### config.mk
export PLATFORM = sky130hd
export DESIGN_NAME = ins_fetch
export DESIGN_NICKNAME = d
export VERILOG_FILES = /design/src/rtl/ins_fetch.sv
export SDC_FILE = /design/constraint.sdc
export NUM_CORES = 1
export LEC_CHECK = 0
export ABC_AREA = 1
export BUFFER_PORTS_ARGS = -buffer_cell sky130_fd_sc_hd__buf_2
export CAP_MARGIN = 40
export CORE_ASPECT_RATIO = 0.75
export CORE_UTILIZATION = 54
export CTS_BUF_LIST = sky130_fd_sc_hd__clkbuf_8
export DETAILED_ROUTE_END_ITERATION = 7
export HOLD_SLACK_MARGIN = 0.08
export PLACE_DENSITY = 0.86
export SETUP_SLACK_MARGIN = 0.1
export SYNTH_ARGS = -nofsm -noshare
export SYNTH_HDL_FRONTEND = slang
export SYNTH_SLANG_ARGS = --single-unit
export TNS_END_PERCENT = 50
### constraint.sdc
create_clock -name CLK -period 2.9 [get_ports CLK]
set_clock_uncertainty 0.05 [all_clocks]
set_input_delay 0.145 -clock CLK [delete_from_list [all_inputs] [get_ports CLK]]
set_output_delay 0.145 -clock CLK [all_outputs]
set_load 0.005 [all_outputs]
### src/rtl/ins_fetch.sv
// ins_fetch
// Instruction fetch stage for the note-player CPU.
//
// Walks program SRAM one 16-bit word at a time. Each address is held for
// READ_WAIT cycles to cover SRAM access time. The returned word is then
// captured into a small show-ahead prefetch FIFO. The FIFO feeds the execute
// stage through a valid/ready handshake. A redirect from execute flushes the
// FIFO and restarts fetch at the new address.
//
// Optional feature macro: FETCH_PERF_EN
//   When defined, the perf_fetched and perf_stalled counters and their ports
//   are added.
//
// Ports:
//   CLK, RST                   clock; synchronous active-high reset
//   SRAM_A      out [ADDR_W]   word address of the current fetch
//   SRAM_D      in  [16]       SRAM read data
//   SRAM_CE/OE/LB/UB  out      tied 0 (active-low, always enabled)
//   SRAM_WE     out            tied 1 (never write)
//   halt        in             block new captures (the wait still counts)
//   redir_valid in             one-cycle redirect request
//   redir_pc    in  [ADDR_W]   redirect target
//   ins_valid   out            FIFO head is valid
//   ins_ready   in             execute accepts the head
//   ins_data    out [16]       head instruction word (0 when empty)
//   ins_pc      out [ADDR_W]   head word address (0 when empty)
//   perf_fetched out [32]      (FETCH_PERF_EN) saturating push count
//   perf_stalled out [32]      (FETCH_PERF_EN) saturating blocked-capture cycles
module ins_fetch #(
    parameter int                ADDR_W     = 18,
    parameter int                READ_WAIT  = 3,
    parameter int                DEPTH      = 4,
    parameter logic [ADDR_W-1:0] START_ADDR = '0
) (
    input  logic              CLK,
    input  logic              RST,
    output logic [ADDR_W-1:0] SRAM_A,
    input  logic [15:0]       SRAM_D,
    output logic              SRAM_CE,
    output logic              SRAM_OE,
    output logic              SRAM_LB,
    output logic              SRAM_UB,
    output logic              SRAM_WE,
    input  logic              halt,
    input  logic              redir_valid,
    input  logic [ADDR_W-1:0] redir_pc,
    output logic              ins_valid,
    input  logic              ins_ready,
    output logic [15:0]       ins_data,
    output logic [ADDR_W-1:0] ins_pc
`ifdef FETCH_PERF_EN
    ,
    output logic [31:0]       perf_fetched,
    output logic [31:0]       perf_stalled
`endif
);

    localparam int PTR_W  = (DEPTH > 1) ? $clog2(DEPTH) : 1;
    localparam int CNT_W  = $clog2(DEPTH + 1);
    localparam int WCNT_W = (READ_WAIT > 1) ? $clog2(READ_WAIT) : 1;

    typedef enum logic {
        S_WAIT,
        S_CAPTURE
    } state_e;

    // WAIT covers the first READ_WAIT-1 cycles of an address. CAPTURE is the
    // last of them, so the word is sampled at the end of cycle READ_WAIT-1.
    localparam logic [WCNT_W-1:0] WCNT_LAST =
        WCNT_W'((READ_WAIT >= 2) ? READ_WAIT - 2 : 0);
    // A single-cycle access has no wait phase, so fetch lives in CAPTURE.
    localparam state_e RESTART_STATE = (READ_WAIT == 1) ? S_CAPTURE : S_WAIT;
    localparam logic [CNT_W-1:0] CNT_FULL = CNT_W'(DEPTH);

    state_e             state_q, state_d;
    logic [ADDR_W-1:0]  fetch_pc_q, fetch_pc_d;
    logic [WCNT_W-1:0]  wcnt_q, wcnt_d;
    logic [PTR_W-1:0]   rd_ptr_q, rd_ptr_d;
    logic [PTR_W-1:0]   wr_ptr_q, wr_ptr_d;
    logic [CNT_W-1:0]   count_q, count_d;
    logic [ADDR_W-1:0]  pc_mem_q   [DEPTH];
    logic [15:0]        data_mem_q [DEPTH];

    logic full;
    logic capture_ok;
    logic push_en;
    logic pop_en;

    assign SRAM_A  = fetch_pc_q;
    assign SRAM_CE = 1'b0;
    assign SRAM_OE = 1'b0;
    assign SRAM_LB = 1'b0;
    assign SRAM_UB = 1'b0;
    assign SRAM_WE = 1'b1;

    // Full uses the pre-pop count, so a same-cycle pop never frees a slot
    // for a capture in that cycle.
    assign full       = (count_q == CNT_FULL);
    assign capture_ok = (state_q == S_CAPTURE) && !full && !halt;
    assign push_en    = capture_ok && !redir_valid;
    assign pop_en     = ins_valid && ins_ready && !redir_valid;

    assign ins_valid = (count_q != '0);
    assign ins_data  = ins_valid ? data_mem_q[rd_ptr_q] : '0;
    assign ins_pc    = ins_valid ? pc_mem_q[rd_ptr_q]   : '0;

    // Next-state logic. A redirect overrides everything else in its cycle,
    // including any capture or pop.
    always_comb begin
        state_d    = state_q;
        fetch_pc_d = fetch_pc_q;
        wcnt_d     = wcnt_q;
        rd_ptr_d   = rd_ptr_q;
        wr_ptr_d   = wr_ptr_q;
        count_d    = count_q;

        if (redir_valid) begin
            state_d    = RESTART_STATE;
            fetch_pc_d = redir_pc;
            wcnt_d     = '0;
            rd_ptr_d   = '0;
            wr_ptr_d   = '0;
            count_d    = '0;
        end else begin
            unique case (state_q)
                S_WAIT: begin
                    wcnt_d = wcnt_q + 1'b1;
                    if (wcnt_q == WCNT_LAST) begin
                        state_d = S_CAPTURE;
                    end
                end
                S_CAPTURE: begin
                    if (capture_ok) begin
                        fetch_pc_d = fetch_pc_q + 1'b1;
                        wcnt_d     = '0;
                        state_d    = RESTART_STATE;
                    end
                end
                default: state_d = RESTART_STATE;
            endcase

            if (push_en) begin
                wr_ptr_d = wr_ptr_q + 1'b1;
            end
            if (pop_en) begin
                rd_ptr_d = rd_ptr_q + 1'b1;
            end
            if (push_en && !pop_en) begin
                count_d = count_q + 1'b1;
            end else if (!push_en && pop_en) begin
                count_d = count_q - 1'b1;
            end
        end
    end

    // Control registers.
    always_ff @(posedge CLK) begin
        if (RST) begin
            state_q    <= RESTART_STATE;
            fetch_pc_q <= START_ADDR;
            wcnt_q     <= '0;
            rd_ptr_q   <= '0;
            wr_ptr_q   <= '0;
            count_q    <= '0;
        end else begin
            state_q    <= state_d;
            fetch_pc_q <= fetch_pc_d;
            wcnt_q     <= wcnt_d;
            rd_ptr_q   <= rd_ptr_d;
            wr_ptr_q   <= wr_ptr_d;
            count_q    <= count_d;
        end
    end

    // FIFO storage has no reset. Stale entries are never visible because the
    // outputs are masked by the count.
    always_ff @(posedge CLK) begin
        if (push_en && !RST) begin
            pc_mem_q[wr_ptr_q]   <= fetch_pc_q;
            data_mem_q[wr_ptr_q] <= SRAM_D;
        end
    end

`ifdef FETCH_PERF_EN
    // Saturating counters. A stall is any CAPTURE cycle held back by a full
    // FIFO or by halt.
    always_ff @(posedge CLK) begin
        if (RST) begin
            perf_fetched <= '0;
            perf_stalled <= '0;
        end else begin
            if (push_en && (perf_fetched != '1)) begin
                perf_fetched <= perf_fetched + 1'b1;
            end
            if ((state_q == S_CAPTURE) && (full || halt) && (perf_stalled != '1)) begin
                perf_stalled <= perf_stalled + 1'b1;
            end
        end
    end
`endif

endmodule

== After elaboration in Yosys (flattened, before gate mapping) ==
Memory sizes are Yosys's and may differ from the RTL's. A register that Yosys moved wholly into a read port is not among the register bits.
Cells that the tools add are included.
Operators by class
  reduce and logical (&&, ||, !) cells: 20
  equal/unequal tests: 3
  multiplexer cells: 18
  bitwise gates (word level): 1
  add/sub/neg operators: 6
Operators by type and width (count)
  18-bit 2-to-1 mux: 4
  18-bit by 1-bit adder with 18-bit output (second input constant): 1
  16-bit 2-to-1 mux: 1
  2-bit 2-to-1 mux: 5
  1-bit logical AND: 8
  2-bit by 1-bit adder with 2-bit output (second input constant): 3
  1-bit zero test: 6
  3-bit 2-to-1 mux: 2
  2-bit nonzero test: 3
  1-bit 2-to-1 mux: 4
  2-bit case mux with 2 select lines: 1
  3-bit by 1-bit adder with 3-bit output (second input constant): 1
  3-bit == test (second input constant): 1
  3-bit nonzero test: 1
  3-bit by 1-bit subtractor with 3-bit output (second input constant): 1
  2-bit by 1-bit == test with 1-bit output (second input constant): 1
  2-bit by 1-bit inequality test with 1-bit output (second input constant): 1
  1-bit case mux with 2 select lines: 1
  2-bit AND reduction: 1
  2-bit OR reduction: 1
  1-bit NOT: 1
Word-level totals
  word-level logic and storage cells: 56
  memories: 2
  input port bits: 39
  output and inout port bits: 58
  RAM bits: 136
  flip-flop bits (word level): 28
Memories
  pc_mem_q: depth 4, width 18, rd ports 1, clocked after memory_dff 1, wr ports 1, RTL line 81  | logic [ADDR_W-1:0] pc_mem_q [DEPTH];
  data_mem_q: depth 4, width 16, rd ports 1, clocked after memory_dff 1, wr ports 1, RTL line 82  | logic [15:0] data_mem_q [DEPTH];

== Depth between registers and ports, before layout ==
Gate-level depths: netlist of the first run.
  depth in word-level cells: 9
  mapped depth: 12
  gate-level depth less buffers: 11

== Least setup slack after synthesis of the first run ==
Ideal clock, no wire load.
  kind: flip-flop to flip-flop
  from: register count_q[0]
  to: memory data_mem_q[0][0], enable pin
  cell stages (with the launch flop): 7
  arrival time: 2.371 ns
  required time: 2.425 ns
  setup time: 0.425 ns
  path buffers: 0
  clock period less this slack: 2.847 ns
  path slack: 0.053 ns
  path through: dfxtp_1 > inv_1 > nand3_2 > nand2_4 > nor2_4 > nand2_1 > nor2_1
Between the ends
  word-level cells in the longest chain between the ends: 8
RTL lines
  start, declared: RTL line 80  | logic [CNT_W-1:0] count_q, count_d;
  start signal, assigned: RTL line 171  | count_q <= count_d;
  3-bit == test: RTL line 98  | assign full = (count_q == CNT_FULL);
  1-bit zero test: RTL line 99  | assign capture_ok = (state_q == S_CAPTURE) && !full && !halt;
  1-bit logical AND (2 in series): RTL line 99
  1-bit logical AND: RTL line 100  | assign push_en = capture_ok && !redir_valid;
  1-bit logical AND: RTL line 178  | if (push_en && !RST) begin
  1-bit 2-to-1 mux: RTL line 178
  1-bit 2-to-1 mux (not written as such): RTL line 180  | data_mem_q[wr_ptr_q] <= SRAM_D;
  end, declared: RTL line 82
Every way passes these cells.

== Worst setup path in the final report of the first run ==
  from: register fetch_pc_q[0], in the netlist SRAM_A[0]
  to: register fetch_pc_q[16], in the netlist SRAM_A[16]
Between the ends
  word-level cells in the longest chain between the ends: 4
RTL lines
  start, declared: RTL line 76  | logic [ADDR_W-1:0] fetch_pc_q, fetch_pc_d;
  start signal, assigned: RTL line 167  | fetch_pc_q <= fetch_pc_d;
  18-bit by 1-bit adder with 18-bit output: RTL line 134  | fetch_pc_d = fetch_pc_q + 1'b1;
  18-bit 2-to-1 mux: RTL line 133  | if (capture_ok) begin
  18-bit 2-to-1 mux: RTL line 125  | unique case (state_q)
  18-bit 2-to-1 mux: RTL line 117  | if (redir_valid) begin
Every way passes these cells. The select of a mux whose other input is x is not followed.
A chain may end at the register's enable or synchronous reset.

==> results_dict.tcl, run 1 <==
set metrics [dict create \
    hp-start "redir_valid" \
    setup-violations-final 0 \
    path_clk_slew_ps 90 \
    initial_core_util_pct 56.4 \
    grt_overflow 0 \
    fin_setup_tns_ps 0 \
    cts.sinks 166 \
    drtAntennaViolNets 0 \
    grt_first_pass_wirelength_um 25000 \
    grt_max_degree 69 \
    num_antenna_cells 0 \
    cp.required_ps 3190 \
    clk_latency_ps 440 \
    drc 0 \
    grt_use_met2_pct 41.5 \
    hold_path.class "input port to register" \
    synth.avg_cell_area_um2 10.5 \
    via_count 5354 \
    firstDrtPassIters 5 \
    drv_slew 0 \
    drive_above_1_share_pct 18.3 \
    seqPwrFrac_pct 60.7 \
    worst_pin_slew_ps 697 \
    cts_tree "done" \
    cts_made_buffers 17 \
    synth_warnings 0 \
    h-tree-depth 4 \
    globalRouteTotalUtil_pct 24.6 \
    viasPerCell 5.41 \
    area_growth_pct 21.1 \
    max_slew_margin_pct 53.5 \
    comb_power_share_pct 4.9 \
    drt_wl_total_um 15900 \
    fin_nets 857 \
    rsz0062_at_grt "no" \
    critPathMaxFanout 10 \
    final_common_cell "nor2_1" \
    netlist_instances 673 \
    switchingPower_uw 1030 \
    met3_usage_pct 5.48 \
    multi_input_area_um2 2070 \
    cap_violations 0 \
    grt_pass1_vias 5172 \
    rows 35 \
    ff_latch_area_um2 4690 \
    grt_util_met1_pct 32.5 \
    die_x_um 134 \
    post_drt_wl_per_cell_um 16.1 \
    fin_crit_ps 2350 \
    fin_crit_sh_pct 81.1 \
    yosysUniqueCellTypes 35 \
    ys_ff_latch 166 \
    power.leakage_uw 0.00325 \
    synth_seq_area_share_pct 66.3 \
    rr_worst_depth 9 \
    switching_share_pct 23.8 \
    fillers 907 \
    synth_area_um2 7070 \
    die_area_um2 13600 \
    status "completed" \
    crit_arrival_ps 2640 \
    layout_common_cells "nor2_1, edfxtp_1, buf_2" \
    max_freq_mhz 425 \
    hold_violations 0 \
    cp-start-kind "register" \
    ios 97 \
    drtIter0Drc 454 \
    p_per_area_nw_per_um2 508 \
    worst-setup-path-type "register to register" \
    cts_resized 0 \
    startpoint "SRAM_A[0]$_SDFFE_PP0P_" \
    dpl.hpwl_um 9300 \
    core_um2 12500 \
    clockRootBuffer "clkbuf_8" \
    end_kind "register" \
    holdPathStages 3 \
    gp_congestion 0.869 \
    rrSetupSlack_ps 550 \
    fin_hold_ws_ps 150 \
    p_clk_share_pct 34.4 \
    busiest_layer "met2" \
    p_int_uw 3310 \
    port-buffer-count 91 \
    vdd_drop_max_v 0.000448 \
    worstReg2RegStart "SRAM_A[0]$_SDFFE_PP0P_" \
    antenna_found_initial 0 \
    clk_path_buf_depth 2 \
    die_y_um 101 \
]
path summary, 6_finish.rpt:
| kind | endpoint |
|---|---|
| max | SRAM_A[16]$_SDFFE_PP0P_ |
| min | SRAM_A[1]$_SDFFE_PP0P_ |
| max reg2reg | SRAM_A[16]$_SDFFE_PP0P_ |
| min reg2reg | wcnt_q[0]$_SDFFE_PP0P_ |
state kept, by name (all words and copies together) (netlist names), named ones only:
register    count
rd_ptr_q        2
wcnt_q          2
count_q         3
pc_mem_q       72
state_q         1
wr_ptr_q        2
data_mem_q     64
SRAM_A         18
metrics by stage:
stage	area [um2]	power [uW]	worst slack (ps)	std cells	util (%)
global route	8560	4490	337	989	68.3
CTS	8560	4350	524	989	68.3
global placement	7690	2840	657	907	61.4
finish	8560	4350	549	989	68.3
detailed placement	7710	2840	579	908	61.6
floorplan	7080	2760	53.5	676	-
critical path, cell delays in order (launching register included):
cell and delay, ps:
dfxtp_1 580, ha_1 280, nand2_1 80, nor2_2 150
nand2_1 140, o21ai_0 220, nand2_1 80, nand2_1 80
a21oi_2 50, dlygate4sd3_1 560
timing repair:
item	in CTS	in global routing
hold endpoints to repair	85	0
hold buffers	49	0
setup buffers	0	0
cell type report:
type / instances / area share [%]
inverter: 42 / 1.84
clock inverter: 15 / 1.42
sequential: 166 / 54.7
multi-input combinational: 432 / 24.2
timing repair buffer: 151 / 12.6
tap: 166 / 2.43
clock buffer: 17 / 2.73
metal layers:
layer / vias up / part of all wire [%]
met3: 18 / 9.2
met2: 270 / 48
met4: 0 / 0.79
met1: 2498 / 42
met5: - / 0
li1: 2568 / -
Yosys cell counts:
master	count	area, um2
buf_4	7	52.6
inv_2	2	7.51
nand3_1	11	55.1
clkinv_1	1	3.75
clkbuf_1	16	60.1
buf_6	2	22.5
nor2_4	2	22.5
conb_1	2	7.51
o21ai_1	6	30.0
inv_1	39	146
buf_2	11	55.1
o21ai_2	1	8.76
nand2_4	2	22.5
nor2_2	3	18.8
xor2_1	6	52.6
o21a_1	1	7.51
ha_1	7	87.6
nand4_1	4	25.0
nand3_2	1	10.0
nor3_4	1	16.3
nor2_1	165	619
fa_1	1	20.0
a21oi_1	56	280
edfxtp_1	136	4080
a21oi_2	1	8.76
nand2_1	61	229
a211oi_1	1	7.51
o21ai_0	87	435
xnor2_1	2	17.5
a31oi_1	3	18.8
dfxtp_1	30	601
mux2i_1	1	10.0
o22ai_1	1	6.26
nor3_1	2	10.0
nand2_2	1	6.26
power groups by stage:
stage	Clock (uW)	Sequential [uW]	Combinational, uW
floorplan	0	2670	86.9
global placement	0	2690	152
detailed placement	0	2690	155
CTS	1510	2640	206
global route	1610	2640	238
finish	1490	2640	214
cells by family (layout without fill, tap and decap cells):
group | Yosys count | after routing | synth area share [%]
compound gates | 157 | 157 | 11.4
xor+xnor | 8 | 8 | 0.992
fa+ha+maj | 8 | 8 | 1.52
buf+inv | 78 | 225 | 4.92
flops | 166 | 166 | 66.3
mux | 1 | 1 | 0.142
other cells | 2 | 5 | 0.106
simple gates | 253 | 253 | 14.6
Power figures use the tool's default switching activity.
==> inputs of run 2 (changes only) <==
==> constraint.sdc (replaced) <==
create_clock -name CLK -period 2.15 [get_ports CLK]
set_clock_uncertainty 0.05 [all_clocks]
set_input_delay 0.1075 -clock CLK [delete_from_list [all_inputs] [get_ports CLK]]
set_output_delay 0.1075 -clock CLK [all_outputs]
set_load 0.005 [all_outputs]
==> results_dict.tcl, run 2 (synthesis gave the netlist of run 1 again) <==
set metrics [dict create \
    cts.sinks 166 \
    cap_violations 0 \
    fin_crit_sh_pct 92.4 \
    port-buffer-count 91 \
    max_freq_mhz 503 \
    switchingPower_uw 1310 \
    final_cell_count_no_fill 997 \
    layout_common_cells "nor2_1, edfxtp_1, buf_2" \
    cpMostUsedCell "nand2_1" \
    fin_crit_ps 1990 \
    cp_slowest_cell "dlygate4sd3_1" \
    drtAntennaViolNets 0 \
    seqPwrFrac_pct 58.3 \
    via_count 5400 \
    fin_ws_ps 163 \
    initial_core_util_pct 56.4 \
    p_int_uw 4770 \
    drc 0 \
    clockRootBuffer "clkbuf_8" \
    grt_overflow 0 \
    largest_reg_flops 72 \
    antenna_found_initial 0 \
    viasPerCell 5.42 \
    rrSetupSlack_ps 160 \
    holdPathStages 4 \
    num_antenna_cells 0 \
    dp.cells 917 \
    clk_latency_ps 440 \
    worst-setup-path-type "register to register" \
    cts_made_buffers 17 \
    die_x_um 134 \
    drive_above_1_share_pct 21.8 \
    dpl.hpwl_um 9770 \
    final_common_cell "nor2_1" \
    hp-start "redir_valid" \
    comb_power_share_pct 5.0 \
    crit_family "buffers and inverters" \
    core_um2 12500 \
    drv_slew 0 \
    crit_buf_inv 1 \
    rsz0062_at_grt "yes" \
    vdd_drop_max_v 0.000444 \
    end_kind "register" \
    status "completed" \
    max_stage_delay_ps 560 \
    gp_congestion 0.860 \
    cp-start-kind "register" \
    hold_path.class "input port to register" \
    fin_nets 865 \
    clk_path_buf_depth 2 \
    die_y_um 101 \
    dp_slack_ps 126 \
    die_area_um2 13600 \
    p_per_area_nw_per_um2 696 \
    drt_wl_total_um 16400 \
    post_drt_wl_per_cell_um 16.4 \
    cp.required_ps 2490 \
    crit_arrival_ps 2330 \
    rows 35 \
    setup-violations-final 0 \
    min_to "count_q[0]$_SDFFE_PP0P_" \
    h-tree-depth 4 \
    globalRouteTotalUtil_pct 25.6 \
    regMostFlops "pc_mem_q" \
    p_clk_share_pct 36.7 \
    switching_share_pct 21.5 \
    critPathMaxFanout 4 \
    path_clk_slew_ps 90 \
    grt_first_pass_wirelength_um 25900 \
    firstDrtPassIters 4 \
    worstReg2RegStart "SRAM_A[0]$_SDFFE_PP0P_" \
    grt_max_degree 45 \
    area_growth_pct 23.8 \
    drtIter0Drc 389 \
    ios 97 \
    fin_setup_tns_ps 0 \
    power.leakage_uw 0.00331 \
    cts_tree "done" \
    crit_chain "ha_2, nand2_1, nor2_4, nand2_1, o21ai_1, nand3_1, a21oi_1, dlygate4sd3_1" \
    rr_worst_depth 8 \
    hold_violations 0 \
    grt_pass1_vias 5272 \
    r2r-end "SRAM_A[10]$_SDFFE_PP0P_" \
    fin_util_pct 69.8 \
    fillers 884 \
]
[run 2: changes by cell type in the layout (fill, tap and decap cells not counted), moves of 3 or more]
cell	previous run	this run
dfxtp_1	29	20
buf_4	7	16
buf_6	0	3
bufinv_16	0	3
dfxtp_4	0	4
dfxtp_2	1	6
inv_8	3	0
dlygate4sd3_1	49	43
[run 2: layout make-up]
class	count	area (um2)	share of cell area, %
multi-input cells	432	2110	24.2
flip-flops and latches	166	4710	53.8
repair buffers	159	1160	13.3
clock inverters	15	161	1.85
well taps	166	208	2.38
inverters	42	160	1.83
clock buffers	17	234	2.68
[run 2: worst max path at each step]
stage                     slack, ps                         end  cells after the start               startpoint
after CTS                        60                   ins_pc[6]                      6                 register
after global placement          160     count_q[2]$_SDFFE_PP0P_                     11  count_q[1]$_SDFFE_PP0P_
after global routing             60     count_q[2]$_SDFFE_PP0P_                     10  count_q[2]$_SDFFE_PP0P_
after detailed placement        130     count_q[2]$_SDFFE_PP0P_                     11  count_q[0]$_SDFFE_PP0P_
after floorplan                -180  data_mem_q[0][0]$_DFFE_PP_                      6  count_q[0]$_SDFFE_PP0P_
final                           160     SRAM_A[10]$_SDFFE_PP0P_                      8   SRAM_A[0]$_SDFFE_PP0P_
[run 2: per-stage QoR]
stage | hold slack, ps | total power (uW) | cell area [um2]
after global routing | 147 | 6290 | 8740
after detailed placement | 280 | 3850 | 7810
after global placement | 277 | 3840 | 7810
final | 144 | 6080 | 8740
after floorplan | 156 | 3720 | 7090
after CTS | 106 | 6100 | 8630
[run 2: power by group through the flow]
| stage | sequential, uW | clock, uW | combinational (uW) |
|---|---|---|---|
| 4_1_cts | 3550 | 2270 | 287 |
| 2_1_floorplan | 3610 | 0 | 118 |
| 5_1_grt | 3550 | 2410 | 334 |
| 6_report | 3550 | 2240 | 302 |
| 3_5_place_dp | 3620 | 0 | 225 |
| 3_3_place_gp | 3620 | 0 | 219 |
[run 2: worst register-to-register path, cell delays in order, from the launching register on]
cell,delay [ps]
dfxtp_1,390
ha_2,220
nand2_1,90
nor2_4,120
nand2_1,120
o21ai_1,140
nand3_1,110
a21oi_1,150
dlygate4sd3_1,560
[run 2: routing by layer]
metal  routed length, um  track usage, %  vias up
li1                    -               -     2584
met1                6950            32.7     2544
met2                7990            44.0      245
met3                1120            4.78       27
met4                 311            9.16        0
met5                   0               0        -
[run 2: timing repair]
action                                  4_1_cts  5_1_grt
hold endpoints to repair                     85        0
resized for setup                             2       29
endpoints found under the setup margin        4       49
buffers inserted                              0        5
gates cloned                                  0        0
hold buffers                                 43        0
pin swaps                                     0        8
